**config.mk**
```make
export PLATFORM = sky130hd
export DESIGN_NAME = lbr_dump_ctrl
export DESIGN_NICKNAME = d
export VERILOG_FILES = /design/src/rtl/lbr_dump_ctrl_pkg.sv /design/src/rtl/lbr_dump_seq_counter.sv /design/src/rtl/lbr_dump_ctrl.sv
export SDC_FILE = /design/constraint.sdc
export NUM_CORES = 1
export LEC_CHECK = 0
export ABC_AREA = 1
export BUFFER_PORTS_ARGS = -buffer_cell sky130_fd_sc_hd__buf_2
export CORE_UTILIZATION = 44
export DETAILED_ROUTE_END_ITERATION = 10
export GPL_ROUTABILITY_DRIVEN = 0
export PLACE_DENSITY = 0.88
export SYNTH_ARGS = -nofsm -noshare
export SYNTH_HDL_FRONTEND = slang
export SYNTH_SLANG_ARGS = --single-unit
```
**constraint.sdc**
```tcl
create_clock -name clock -period 1.6 [get_ports clock]
set_input_delay 0.32 -clock clock [delete_from_list [all_inputs] [get_ports clock]]
set_output_delay 0.32 -clock clock [all_outputs]
set_load 0.02 [all_outputs]
```
**src/rtl/lbr_dump_ctrl_pkg.sv**
```systemverilog
// Shared LBR command encodings, dump FSM state codes and index-width helper.
// Latency: none (constants and a pure function only).
// Backpressure: not applicable.
package lbr_dump_ctrl_pkg;

  // LBR command encodings seen on core_lbrReq / lbr_lbrReq
  localparam logic [1:0] LBR_NONE  = 2'b00;
  localparam logic [1:0] LBR_READ  = 2'b10;
  localparam logic [1:0] LBR_CLEAR = 2'b11;

  // Dump FSM state codes
  typedef logic [2:0] state_t;
  localparam state_t ST_IDLE   = 3'd0;
  localparam state_t ST_FREEZE = 3'd1;
  localparam state_t ST_ISSUE  = 3'd2;
  localparam state_t ST_WAIT   = 3'd3;
  localparam state_t ST_HOLD   = 3'd4;
  localparam state_t ST_CLEAR  = 3'd5;
  localparam state_t ST_DONE   = 3'd6;

  // Width of a word index covering 2*depth words (source + target per entry)
  function automatic int idx_width(input int depth);
    return $clog2(2 * depth);
  endfunction

endpackage

```
**src/rtl/lbr_dump_seq_counter.sv**
```systemverilog
// Word counter for the LBR dump: load-zero, saturating increment, last-word flag.
// Latency: count updates one cycle after load_zero/incr.
// Backpressure: none; the controller only increments after a word is accepted.
module lbr_dump_seq_counter import lbr_dump_ctrl_pkg::*; #(
  parameter int DEPTH = 8,
  parameter int IW    = idx_width(DEPTH)
) (
  input  logic          clock,
  input  logic          reset,
  input  logic          load_zero,
  input  logic          incr,
  output logic [IW-1:0] count,
  output logic          last
);

  localparam logic [IW-1:0] LAST_IDX = IW'(2 * DEPTH - 1);

  logic [IW-1:0] count_q;
  logic [IW-1:0] count_d;

  assign count = count_q;
  assign last  = (count_q == LAST_IDX);

  // Next count: restart on load, otherwise step forward but never past the last word
  always_comb begin
    count_d = count_q;
    if (load_zero) begin
      count_d = '0;
    end else if (incr && !last) begin
      count_d = count_q + 1'b1;
    end
  end

  // Counter register
  always_ff @(posedge clock) begin
    if (reset) begin
      count_q <= '0;
    end else begin
      count_q <= count_d;
    end
  end

endmodule

```
**src/rtl/lbr_dump_ctrl.sv**
```systemverilog
// Freezes the LBR and streams all 2*DEPTH words out, optionally clearing it afterwards.
// Latency: one word per 3 cycles (issue, wait, hold); dump_done 1+6*DEPTH(+1 if clear)+1 cycles after dump_start.
// Backpressure: out_ready low holds the HOLD state with data stable; core requests get core_wait while busy.
module lbr_dump_ctrl import lbr_dump_ctrl_pkg::*; #(
  parameter  int DATA_WIDTH = 16,
  parameter  int DEPTH      = 8,
  localparam int IW         = idx_width(DEPTH)
) (
  input  logic                  clock,
  input  logic                  reset,
  input  logic [1:0]            core_lbrReq,
  input  logic [DATA_WIDTH-1:0] core_RW_address,
  output logic                  core_wait,
  input  logic                  dump_start,
  input  logic                  dump_clear,
  input  logic                  dump_abort,
  output logic                  dump_busy,
  output logic                  dump_done,
  output logic                  out_valid,
  input  logic                  out_ready,
  output logic [DATA_WIDTH-1:0] out_data,
  output logic [IW-1:0]         out_index,
  output logic                  lbr_stall,
  output logic [1:0]            lbr_lbrReq,
  output logic [DATA_WIDTH-1:0] lbr_RW_address,
  input  logic [DATA_WIDTH-1:0] lbr_output_data
);

  state_t                state_q, state_d;
  logic                  pending_q, pending_d;
  logic                  clear_q, clear_d;
  logic [DATA_WIDTH-1:0] out_data_q, out_data_d;
  logic [IW-1:0]         out_index_q, out_index_d;

  logic          cnt_load;
  logic          cnt_incr;
  logic [IW-1:0] cnt;
  logic          cnt_last;
  logic          busy;

  lbr_dump_seq_counter #(
    .DEPTH (DEPTH),
    .IW    (IW)
  ) u_cnt (
    .clock     (clock),
    .reset     (reset),
    .load_zero (cnt_load),
    .incr      (cnt_incr),
    .count     (cnt),
    .last      (cnt_last)
  );

  // Dump sequencing: a start that collides with a core command is parked for one cycle
  always_comb begin
    state_d     = state_q;
    pending_d   = pending_q;
    clear_d     = clear_q;
    out_data_d  = out_data_q;
    out_index_d = out_index_q;
    cnt_load    = 1'b0;
    cnt_incr    = 1'b0;
    case (state_q)
      ST_IDLE: begin
        if (pending_q) begin
          pending_d = 1'b0;
          cnt_load  = 1'b1;
          state_d   = ST_FREEZE;
        end else if (dump_start) begin
          clear_d = dump_clear;
          if (core_lbrReq != LBR_NONE) begin
            pending_d = 1'b1;
          end else begin
            cnt_load = 1'b1;
            state_d  = ST_FREEZE;
          end
        end
      end
      ST_FREEZE: state_d = ST_ISSUE;
      ST_ISSUE:  state_d = ST_WAIT;
      ST_WAIT: begin
        out_data_d  = lbr_output_data;
        out_index_d = cnt;
        state_d     = ST_HOLD;
      end
      ST_HOLD: begin
        if (out_ready) begin
          if (cnt_last) begin
            state_d = clear_q ? ST_CLEAR : ST_DONE;
          end else begin
            cnt_incr = 1'b1;
            state_d  = ST_ISSUE;
          end
        end
      end
      ST_CLEAR: state_d = ST_DONE;
      ST_DONE:  state_d = ST_IDLE;
      default:  state_d = ST_IDLE;
    endcase
    // Abort wins over a handshake in the same cycle: the presented word is dropped
    if (dump_abort && (state_q != ST_IDLE) && (state_q != ST_DONE)) begin
      state_d  = ST_DONE;
      cnt_incr = 1'b0;
    end
  end

  // Output decode and LBR command mux; the core owns the LBR only while idle
  always_comb begin
    busy           = (state_q != ST_IDLE);
    dump_busy      = busy;
    lbr_stall      = busy;
    dump_done      = (state_q == ST_DONE);
    out_valid      = (state_q == ST_HOLD);
    out_data       = out_data_q;
    out_index      = out_index_q;
    core_wait      = busy && (core_lbrReq != LBR_NONE);
    lbr_lbrReq     = LBR_NONE;
    lbr_RW_address = '0;
    case (state_q)
      ST_IDLE: begin
        if (!reset) begin
          lbr_lbrReq     = core_lbrReq;
          lbr_RW_address = core_RW_address;
        end
      end
      ST_ISSUE: begin
        lbr_lbrReq     = LBR_READ;
        lbr_RW_address = DATA_WIDTH'(cnt);
      end
      ST_CLEAR: lbr_lbrReq = LBR_CLEAR;
      default: ;
    endcase
  end

  // State and output registers
  always_ff @(posedge clock) begin
    if (reset) begin
      state_q     <= ST_IDLE;
      pending_q   <= 1'b0;
      clear_q     <= 1'b0;
      out_data_q  <= '0;
      out_index_q <= '0;
    end else begin
      state_q     <= state_d;
      pending_q   <= pending_d;
      clear_q     <= clear_d;
      out_data_q  <= out_data_d;
      out_index_q <= out_index_d;
    end
  end

endmodule

```
==> reports/results.tsv <==
stage	metric	value	unit
yosys	Yosys top cell area share	0.393	
yosys	Post-Syn Area	1480	µm²
clock_network	CTS Root Cell	clkbuf_4	
layout	Nets	348	
critical_path	Worst R2R Path Depth	10	
critical_path	CP delay by family, top	flip-flops	
timing	worst rel slew slack	0.813	
grt	GR Overflow Total	0	
route	first-iteration detailed-routing DRC count	160	
flow_run	max-cap violations	0	
critical_path	WP buf/inv	2	
clock_network	CTS tree	yes	
timing	Slew @ Worst Pin	280	ps
yosys	syn_area_per_cell	6.94	µm²
critical_path	Cell Chain, Critical Path	nor2_4, nand2_4, inv_4, nand3_1, o21ai_2, buf_6	
timing	Final period util	1.09	
layout	cell area after layout	2170	µm²
grt	initial antenna violation count	0	
yosys	Yosys reg bits	29	
floorplan	num rows	20	
critical_path	crit path max fanout	8	
route	router iterations before antenna repair	4	
layout	layout cells sized above 1	0.458	
route	Via density	4.97	
critical_path	nature of the critical path endpoint	output port	
yosys	Cells after Synth	213	
yosys	top area cells in the synthesized netlist	dfxtp_1, nor2_1, o21ai_0	
critical_path	Slowest cell on crit path	dfxtp_4	
pwr	maximum vdd drop	0.686	mV
clock_network	number of clock sinks	29	
yosys	Post-Syn Nets	254	
timing	Hold Slack	180	ps
timing	final hold violations	0	
critical_path	Arrival @ worst endpoint	1420	ps
floorplan	Top-Level Pins	83	
timing	Fin Clk Skew	8.13	ps
clock_network	# H-tree levels	2	
critical_path	worst r2r src	state_q[0]	
clock_network	worst-skew pair later-pin latency	330	ps
critical_path	WP depth	6	
pwr	Leak Pwr	1.08	nW
clock_network	CTS Buf Count	5	
layout	commonest cells after routing, fill and taps aside	buf_2, nor2_1, nand2_1	
layout	commonest non-fill, non-tap cell in the layout	buf_2	
floorplan	die area	3590	µm²
grt	GRT Util Overall	0.246	
clock_network	clock transition at the registers of the reported paths	90	ps
critical_path	worst endpoint required time	1280	ps
place	Detailed Place HPWL	2810	µm
place	Placement Cell Area	1920	µm²
timing	final setup violation count	21	
layout	fill count	233	
timing	RSZ-0062 raised after global routing	yes	
yosys	post-synth cell types	27	
timing	post-route setup slack	-137	ps
critical_path	R2R Setup Slk	240	ps
floorplan	Core Region	3130	µm²
route	total wire length	4430	µm
route	Wirelength per Cell	12.6	µm
timing	Tmin final	1740	ps
grt	vias in the first global route	1524	
floorplan	starting density of the core	0.472	
pwr	PwrDens	1430	nW/µm²
yosys	yosys warns	0	
status	outcome	finished with violations	
route	total number of vias	1750	
hold_path	HP Class	primary input to register	
critical_path	crit path kind	register to output port	
critical_path	FF-to-FF End	state_q[2]	
clock_network	clk buf depth	2	
route	residual DRC count	0	
critical_path	CP Launch Type	register	
yosys	cell accounting for the most synthesized area	dfxtp_1	
route	Routed Antenna Nets	0	
timing	final-report max-slew violation count	0	
yosys	register area share after synthesis	0.393	
place	I/O Buffers	82	
status	violated checks	negative setup slack	
critical_path	crit-path max cell delay	370	ps
layout	Area Overhead vs Synth	47.1	%
grt	first-pass GRT wire length	6490	µm
floorplan	die height	60.0	µm
floorplan	Die X	60.0	µm
clock_network	hold_buf cts	0	
timing	fmax	576	MHz
critical_path	Critical Path Sink	lbr_RW_address[0]	
layout	# diodes	0	
grt	largest net degree at the start of global routing	24	
critical_path	Critical Path Start	state_q[2]	
-- where the power goes --
| part | total (W) | internal (W) | switching [W] | leakage [nW] |
|---|---|---|---|---|
| sequential | 0.000908 | 0.000837 | 0.0000712 | 0.236 |
| combinational | 0.00177 | 0.000731 | 0.00104 | 0.815 |
| clock | 0.000422 | 0.000167 | 0.000256 | 0.0320 |
| total | 0.00310 | 0.00173 | 0.00137 | 1.08 |
-- stage by stage --
stage	std cells	setup TNS [ps]	worst slack, ps	utilization	total power, W
floorplan	213	0	50.5	-	0.00189
global placement	334	0	141	0.614	0.00220
detailed placement	334	0	105	0.614	0.00222
CTS	350	-605	-49.7	0.680	0.00297
global route	352	-2710	-206	0.695	0.00329
finish	352	-1490	-137	0.695	0.00310
-- kinds of logic (layout without fill, tap and decap cells) --
kind of cell	count (synthesis)	after routing	synth area share
AND/OR/NAND/NOR	115	115	0.360
buffers and inverters	27	122	0.0889
adder cells (fa/ha/maj)	1	1	0.00847
flip-flops	29	29	0.393
XOR/XNOR	3	3	0.0178
AO/OA/AOI/OAI	38	38	0.132
-- synth_stat cells --
cell       n
inv_2      4
o21ai_1    2
a21oi_1    9
clkbuf_1   4
buf_4      3
nor3_2     1
inv_1     11
clkbuf_2   1
nand2_2    3
nand3_4    2
nor2_4     2
nor2_2     3
nand4_1    1
dfxtp_1   29
a21oi_2    1
nand3_1   16
a31oi_1    1
or2_4      1
nor3_1     1
buf_2      2
nor2_1    51
ha_1       1
buf_6      2
o21ai_0   25
nand2_4    1
xor2_1     3
nand2_1   33
-- state kept, by name (all words and copies together), names as in the netlist --
signal,count
clear_q,1
out_data,16
out_index,4
pending_q,1
state_q,3
u_cnt.count,4
-- cell type report --
type                       count  area [µm²]  share of cell area
timing repair buffer          99         612               0.282
sequential                    29         587               0.270
tap                           44        55.1              0.0253
clock buffer                   6        41.3              0.0190
inverter                      15        63.8              0.0294
clock inverter                 2        10.0             0.00461
multi-input combinational    157         805               0.370
-- worst min-delay path by stage --
stage / to / startpoint / cells past startpoint / slack (ps)
final: state_q[2] / reset / 2 / 180
after floorplan: state_q[2] / reset / 1 / 380
after global routing: state_q[2] / reset / 2 / 180
after CTS: state_q[2] / reset / 2 / 180
after detailed placement: out_data[5] / out_data[5] / 2 / 470
after global placement: pending_q / pending_q / 2 / 450
-- repair_timing --
action	in CTS	in global routing
endpoints found under the hold margin	0	0
setup endpoints to repair	23	24
setup buffers	8	2
gates resized for setup	39	12
pin swaps	3	2
-- routing by layer --
layer | global-route usage | wire, µm
met1 | 0.269 | 1790
met2 | 0.414 | 2180
met3 | 0.0844 | 329
met4 | 0.140 | 119
met5 | 0 | 0
Note: power is estimated with default switching activity, not from simulation.
